### config.mk
export PLATFORM = sky130hd
export DESIGN_NAME = encoded_stream_tx
export DESIGN_NICKNAME = d
export VERILOG_FILES = /design/src/rtl/encoded_stream_tx.sv
export SDC_FILE = /design/constraint.sdc
export NUM_CORES = 1
export LEC_CHECK = 0
export CORE_MARGIN = 4
export CORE_UTILIZATION = 41
export CTS_CLUSTER_SIZE = 12
export DETAILED_ROUTE_END_ITERATION = 8
export PLACE_DENSITY = 0.73
export SLEW_MARGIN = 30
export SYNTH_ARGS = -nofsm -noshare
export SYNTH_HDL_FRONTEND = slang
export SYNTH_SLANG_ARGS = --single-unit
### constraint.sdc
create_clock -name clk -period 3.75 [get_ports clk]
set_clock_uncertainty 0.05 [all_clocks]
set_input_delay 1.125 -clock clk [delete_from_list [all_inputs] [get_ports clk]]
set_output_delay 1.125 -clock clk [all_outputs]
set_load 0.02 [all_outputs]
### src/rtl/encoded_stream_tx.sv
// Serializes one captured codeword frame onto a valid/ready byte stream.
// Tags the last codeword of each frame and counts completed frames.
module encoded_stream_tx #(
    parameter int K  = 4,
    parameter int CW = 8,
    localparam int N  = 64 / K,
    localparam int IW = (N > 1) ? $clog2(N) : 1
) (
    input  logic            clk,
    input  logic            rst_n,
    input  logic            in_valid,
    output logic            in_ready,
    input  logic [N*CW-1:0] Encoded_MEM_flat,
    output logic            out_valid,
    input  logic            out_ready,
    output logic [CW-1:0]   out_data,
    output logic [IW-1:0]   out_idx,
    output logic            out_last,
    output logic            busy,
    output logic [15:0]     frame_cnt
);

    typedef enum logic {
        IDLE,
        SEND
    } state_t;

    state_t            state_q;
    logic [N*CW-1:0]   frame_q;
    logic [IW-1:0]     idx_q;
    logic [CW-1:0]     words [N];
    logic              at_last;
    logic              accept;
    logic              capture;

    for (genvar i = 0; i < N; i++) begin : g_words
        assign words[i] = frame_q[i*CW +: CW];
    end

    assign at_last   = (idx_q == IW'(N - 1));
    assign out_valid = (state_q == SEND);
    assign busy      = out_valid;
    assign out_idx   = idx_q;
    assign out_data  = words[idx_q];
    assign out_last  = out_valid && at_last;
    // Ready on the last accept so a new frame follows with no bubble.
    assign in_ready  = (state_q == IDLE) || (out_last && out_ready);
    assign accept    = out_valid && out_ready;
    assign capture   = in_valid && in_ready;

    always_ff @(posedge clk or negedge rst_n) begin
        if (!rst_n) begin
            state_q   <= IDLE;
            frame_q   <= '0;
            idx_q     <= '0;
            frame_cnt <= '0;
        end else begin
            if (capture) begin
                frame_q <= Encoded_MEM_flat;
                idx_q   <= '0;
                state_q <= SEND;
            end else if (accept) begin
                if (at_last) begin
                    idx_q   <= '0;
                    state_q <= IDLE;
                end else begin
                    idx_q <= idx_q + 1'b1;
                end
            end
            if (accept && at_last) begin
                frame_cnt <= frame_cnt + 16'd1;
            end
        end
    end

endmodule

==> report_table.html <==
<table>
<tr><th>Metric</th><th>Value</th></tr>
<tr><th colspan="2">STA</th></tr>
<tr><td>Unrepaired setup endpoints after global routing</td><td>false</td></tr>
<tr><td>Hold violation total from the final report</td><td>0</td></tr>
<tr><td>Max-slew headroom</td><td>51.12%</td></tr>
<tr><td>Setup total negative slack</td><td>0 ns</td></tr>
<tr><td>Final critical-path required period</td><td>3.619 ns</td></tr>
<tr><td>Crit share post-route</td><td>96.50%</td></tr>
<tr><td>Highest attainable clock frequency</td><td>0.2763 GHz</td></tr>
<tr><td>Final slew viol count</td><td>0</td></tr>
<tr><td>Slew @ Worst Pin</td><td>0.7332 ns</td></tr>
<tr><td># setup viols final</td><td>0</td></tr>
<tr><th colspan="2">Yosys</th></tr>
<tr><td>Flop and latch count out of synthesis</td><td>149</td></tr>
<tr><td>Portion of netlist area occupied by mux cells</td><td>35.31%</td></tr>
<tr><td>Share of the synthesized area in compound gates (AO/OA/AOI/OAI)</td><td>3.523%</td></tr>
<tr><td>Net count of the mapped netlist</td><td>602</td></tr>
<tr><td>Cell count after synthesis</td><td>468</td></tr>
<tr><td>Sequential-to-total area share from yosys stat</td><td>49.76%</td></tr>
<tr><td>Predominant post-synthesis flop cell</td><td>sky130_fd_sc_hd__dfrtp_1</td></tr>
<tr><td>Count of distinct cell types in the synthesized netlist</td><td>42</td></tr>
<tr><td>Average footprint of a synthesized cell</td><td>16.01 µm²</td></tr>
<tr><td>Post-synthesis xor/xnor area fraction</td><td>1.753%</td></tr>
<tr><td>Adder-cell share of the synthesized area</td><td>0.3339%</td></tr>
<tr><td>Combinational family with the most area after synthesis</td><td>multiplexers</td></tr>
<tr><td>Syn Std Cell Area</td><td>7493 µm²</td></tr>
<tr><td>Async set-or-reset flop fraction in the synthesized netlist</td><td>100.0%</td></tr>
<tr><td>Post-synth EDFFs</td><td>0</td></tr>
<tr><td>Number of warnings reported in the yosys synthesis log</td><td>0</td></tr>
<tr><td>Post-synthesis simple-gate area fraction</td><td>4.341%</td></tr>
<tr><th colspan="2">Drt</th></tr>
<tr><td>DRC marker count from the first detailed-route iteration</td><td>185</td></tr>
<tr><td>Antenna viol nets, final</td><td>0</td></tr>
<tr><td>Drt wl/cell</td><td>20.35 µm</td></tr>
<tr><td>Total wire length</td><td>17870 µm</td></tr>
<tr><td>Number of search-and-repair iterations in the first detailed-routing pass</td><td>4</td></tr>
<tr><td>Detailed-route via count</td><td>4452</td></tr>
<tr><td>Vias per cell</td><td>5.071</td></tr>
<tr><td># DRC</td><td>0</td></tr>
<tr><th colspan="2">Clock network</th></tr>
<tr><td>Buffer type at the clock tree root</td><td>sky130_fd_sc_hd__clkbuf_16</td></tr>
<tr><td>Clock latency on the worst-skew pair</td><td>0.41 ns</td></tr>
<tr><td>Clk sink count</td><td>149</td></tr>
<tr><td>Clock tree from TritonCTS</td><td>yes</td></tr>
<tr><td>Number of buffers created by CTS</td><td>17</td></tr>
<tr><td>Clock slew at the register clock pins of the worst setup and hold paths</td><td>0.06 ns</td></tr>
<tr><td>Deepest level of the CTS H-tree</td><td>4</td></tr>
<tr><td>Buffer depth of the longest clock path</td><td>2</td></tr>
<tr><th colspan="2">Global route</th></tr>
<tr><td>Initial antenna violation count</td><td>1</td></tr>
<tr><td>Aggregate global-route resource usage</td><td>17.98%</td></tr>
<tr><td>Remaining global-route overflow</td><td>0</td></tr>
<tr><td>Largest net degree at the start of global routing</td><td>80</td></tr>
<tr><td>Vias in the first global route</td><td>5076</td></tr>
<tr><td>Wire length of the first global-routing pass</td><td>28080 µm</td></tr>
<tr><th colspan="2">Critical path</th></tr>
<tr><td>Worst Path Max Fanout</td><td>3</td></tr>
<tr><td>Reg-to-reg startpoint</td><td>out_idx[1]$_DFFE_PN0P_</td></tr>
<tr><td>R2R Setup Slk</td><td>1.30 ns</td></tr>
<tr><td>Critical path data arrival time</td><td>2.44 ns</td></tr>
<tr><td>Worst reg2reg endpoint</td><td>frame_q[115]$_DFFE_PN0N_</td></tr>
<tr><td>Endpoint kind of the worst setup timing path</td><td>output pin</td></tr>
<tr><td>Startpoint Class</td><td>input pin</td></tr>
<tr><td>Worst-case reg-to-reg path depth</td><td>7</td></tr>
<tr><td>Critical path data required time</td><td>2.57 ns</td></tr>
<tr><td>Category of the critical setup timing path</td><td>in -&gt; out</td></tr>
<tr><th colspan="2">Worst hold path</th></tr>
<tr><td>Hold Startpoint</td><td>frame_cnt[15]$_DFFE_PN0P_</td></tr>
<tr><td>Worst hold path cell count</td><td>1</td></tr>
<tr><td>Min-Delay Endpoint</td><td>frame_cnt[15]$_DFFE_PN0P_</td></tr>
<tr><td>Tightest Hold Check Type</td><td>reg -&gt; reg</td></tr>
<tr><th colspan="2">Final layout</th></tr>
<tr><td>Footprint of the multi-input gates</td><td>3395 µm²</td></tr>
<tr><td>Final Cell Area</td><td>9831 µm²</td></tr>
<tr><td>Most frequent standard cell in the layout excluding fill and tap cells</td><td>sky130_fd_sc_hd__clkdlybuf4s50_1</td></tr>
<tr><td>Area grow syn2layout</td><td>31.19%</td></tr>
<tr><td>Share of post-route cells with drive strength above 1</td><td>35.59%</td></tr>
<tr><td>Antenna Diode Count</td><td>0</td></tr>
<tr><td>Post-layout utilization of the core</td><td>54.73%</td></tr>
<tr><td>Footprint of the flip-flops and latches</td><td>3734 µm²</td></tr>
<tr><td>Number of nets in the final layout</td><td>770</td></tr>
<tr><td>Fillcell total</td><td>1441</td></tr>
<tr><td>Most frequent cells in the layout</td><td>sky130_fd_sc_hd__clkdlybuf4s50_1 (154), sky130_fd_sc_hd__dfrtp_1 (147), sky130_fd_sc_hd__mux2_4 (120), sky130_fd_sc_hd__mux2_2 (34)</td></tr>
<tr><th colspan="2">Floorplanning</th></tr>
<tr><td>Width of the die</td><td>143.2 µm</td></tr>
<tr><td>Die area</td><td>20500 µm²</td></tr>
<tr><td>Initial Utilization</td><td>41.71%</td></tr>
<tr><td>Placement row count</td><td>49</td></tr>
<tr><td>I/O pin total</td><td>164</td></tr>
<tr><td>Vertical die dimension</td><td>143.2 µm</td></tr>
<tr><td>Core area</td><td>17960 µm²</td></tr>
<tr><th colspan="2">Power</th></tr>
<tr><td>Part of the power in combinational logic</td><td>42.2%</td></tr>
<tr><td>Power density relative to cell area</td><td>774.6 nW/µm²</td></tr>
<tr><td>Leakage power</td><td>4.273 nW</td></tr>
<tr><td>Net switching share of the total power</td><td>31.41%</td></tr>
<tr><td>Largest vdd supply drop</td><td>0.3988 mV</td></tr>
<tr><td>Internal power consumption</td><td>0.005223 W</td></tr>
<tr><td>Power share of the sequential group</td><td>36.8%</td></tr>
<tr><td>Clock share of power</td><td>21.1%</td></tr>
<tr><td>Switching component of the power</td><td>0.002391 W</td></tr>
<tr><th colspan="2">Placed design</th></tr>
<tr><td>DP HPWL</td><td>13160 µm</td></tr>
<tr><td>Number of buffers inserted by port buffering</td><td>163</td></tr>
<tr><td>Final weighted congestion of routability-driven global placement</td><td>0.7685</td></tr>
<tr><td>Total cell area at the placement stage</td><td>9238 µm²</td></tr>
<tr><th colspan="2">Job</th></tr>
<tr><td>Max capacitance violation total</td><td>0</td></tr>
<tr><th colspan="2">Run status</th></tr>
<tr><td>Result of the run</td><td>finished, final reports clean</td></tr>
</table>
[how the worst max path moves through the flow]
stage	startpoint	endpoint	cells after the start
floorplan	out_idx[0]$_DFFE_PN0P_	out_data[0]	6
global placement	out_ready	in_ready	4
detailed placement	out_ready	in_ready	4
CTS	out_idx[0]$_DFFE_PN0P_	out_data[7]	5
global route	out_idx[1]$_DFFE_PN0P_	out_last	5
finish	out_ready	in_ready	4
[layout make-up]
type,instances,share of cell area [%]
tap,229,2.915
clock inverter,11,1.044
clock buffer,21,4.582
sequential,149,37.98
timing repair buffer,180,18.84
multi-input combinational,286,34.53
inverter,2,0.1145
[cells in the mapped netlist, types with 6 or more instances]
library cell,number,area share (%)
sky130_fd_sc_hd__buf_12,11,2.9
sky130_fd_sc_hd__buf_6,6,0.90
sky130_fd_sc_hd__dfrtp_1,149,50
sky130_fd_sc_hd__mux2_2,34,5.1
sky130_fd_sc_hd__mux2_4,120,24
sky130_fd_sc_hd__mux4_2,17,5.1
sky130_fd_sc_hd__nand2_1,17,0.85
sky130_fd_sc_hd__nand3_1,7,0.47
sky130_fd_sc_hd__o21ai_0,8,0.53
sky130_fd_sc_hd__o22ai_1,16,1.3
sky130_fd_sc_hd__xnor2_1,8,0.94
sky130_fd_sc_hd__xor2_1,7,0.82
[repair_timing]
| action | in CTS | in global routing |
|---|---|---|
| hold buffers | 0 | 0 |
| pin swaps | 0 | 0 |
| gates resized for setup | 7 | 7 |
| endpoints found under the setup margin | 8 | 4 |
| buffers inserted | 2 | 0 |
[worst max-delay path, cell delays in order]
cell and delay [ns]:
sky130_fd_sc_hd__clkdlybuf4s50_1 0.50, sky130_fd_sc_hd__nand4_2 0.11, sky130_fd_sc_hd__nand2_2 0.10, sky130_fd_sc_hd__clkdlybuf4s50_1 0.60
[routing by layer]
layer | GRT usage [%] | wire length (µm)
met1 | 23.97 | 7928
met2 | 29.77 | 8970
met3 | 4.287 | 747
met4 | 4.452 | 206
met5 | 0 | 12
[cell families (layout without fill, tap and decap cells)]
logic type | count (synthesis) | in the layout
DFF | 149 | 149
xor gates and xnor gates | 15 | 15
buffers and inverters | 33 | 214
AOI/OAI and AO/OA | 41 | 41
muxes | 174 | 174
adders and majority gates | 2 | 2
and+or+nand+nor | 54 | 54
[registers in the layout, indices dropped and copies added, names as in the netlist]
register,count
frame_q,128
frame_cnt,16
busy,1
out_idx,4
[stage by stage]
stage	hold slack [ns]	std cells	total power [W]	setup WS (ns)
2_1_floorplan	0.4233	468	0.004940	0.7654
3_3_place_gp	0.4136	844	0.005933	0.1197
3_5_place_dp	0.4204	844	0.006031	0.1320
4_1_cts	0.4317	878	0.007693	0.03080
5_1_grt	0.4556	878	0.008015	0.06089
6_report	0.4294	878	0.007615	0.1313
[power groups by stage]
stage	clock network, W	logic [W]	registers (W)
global route	0.00173	0.00339	0.00289
global placement	0	0.00317	0.00276
CTS	0.00165	0.00324	0.00280
floorplan	0	0.00231	0.00263
detailed placement	0	0.00322	0.00281
finish	0.00160	0.00321	0.00280
No activity file was read; power rests on OpenSTA's default activity.
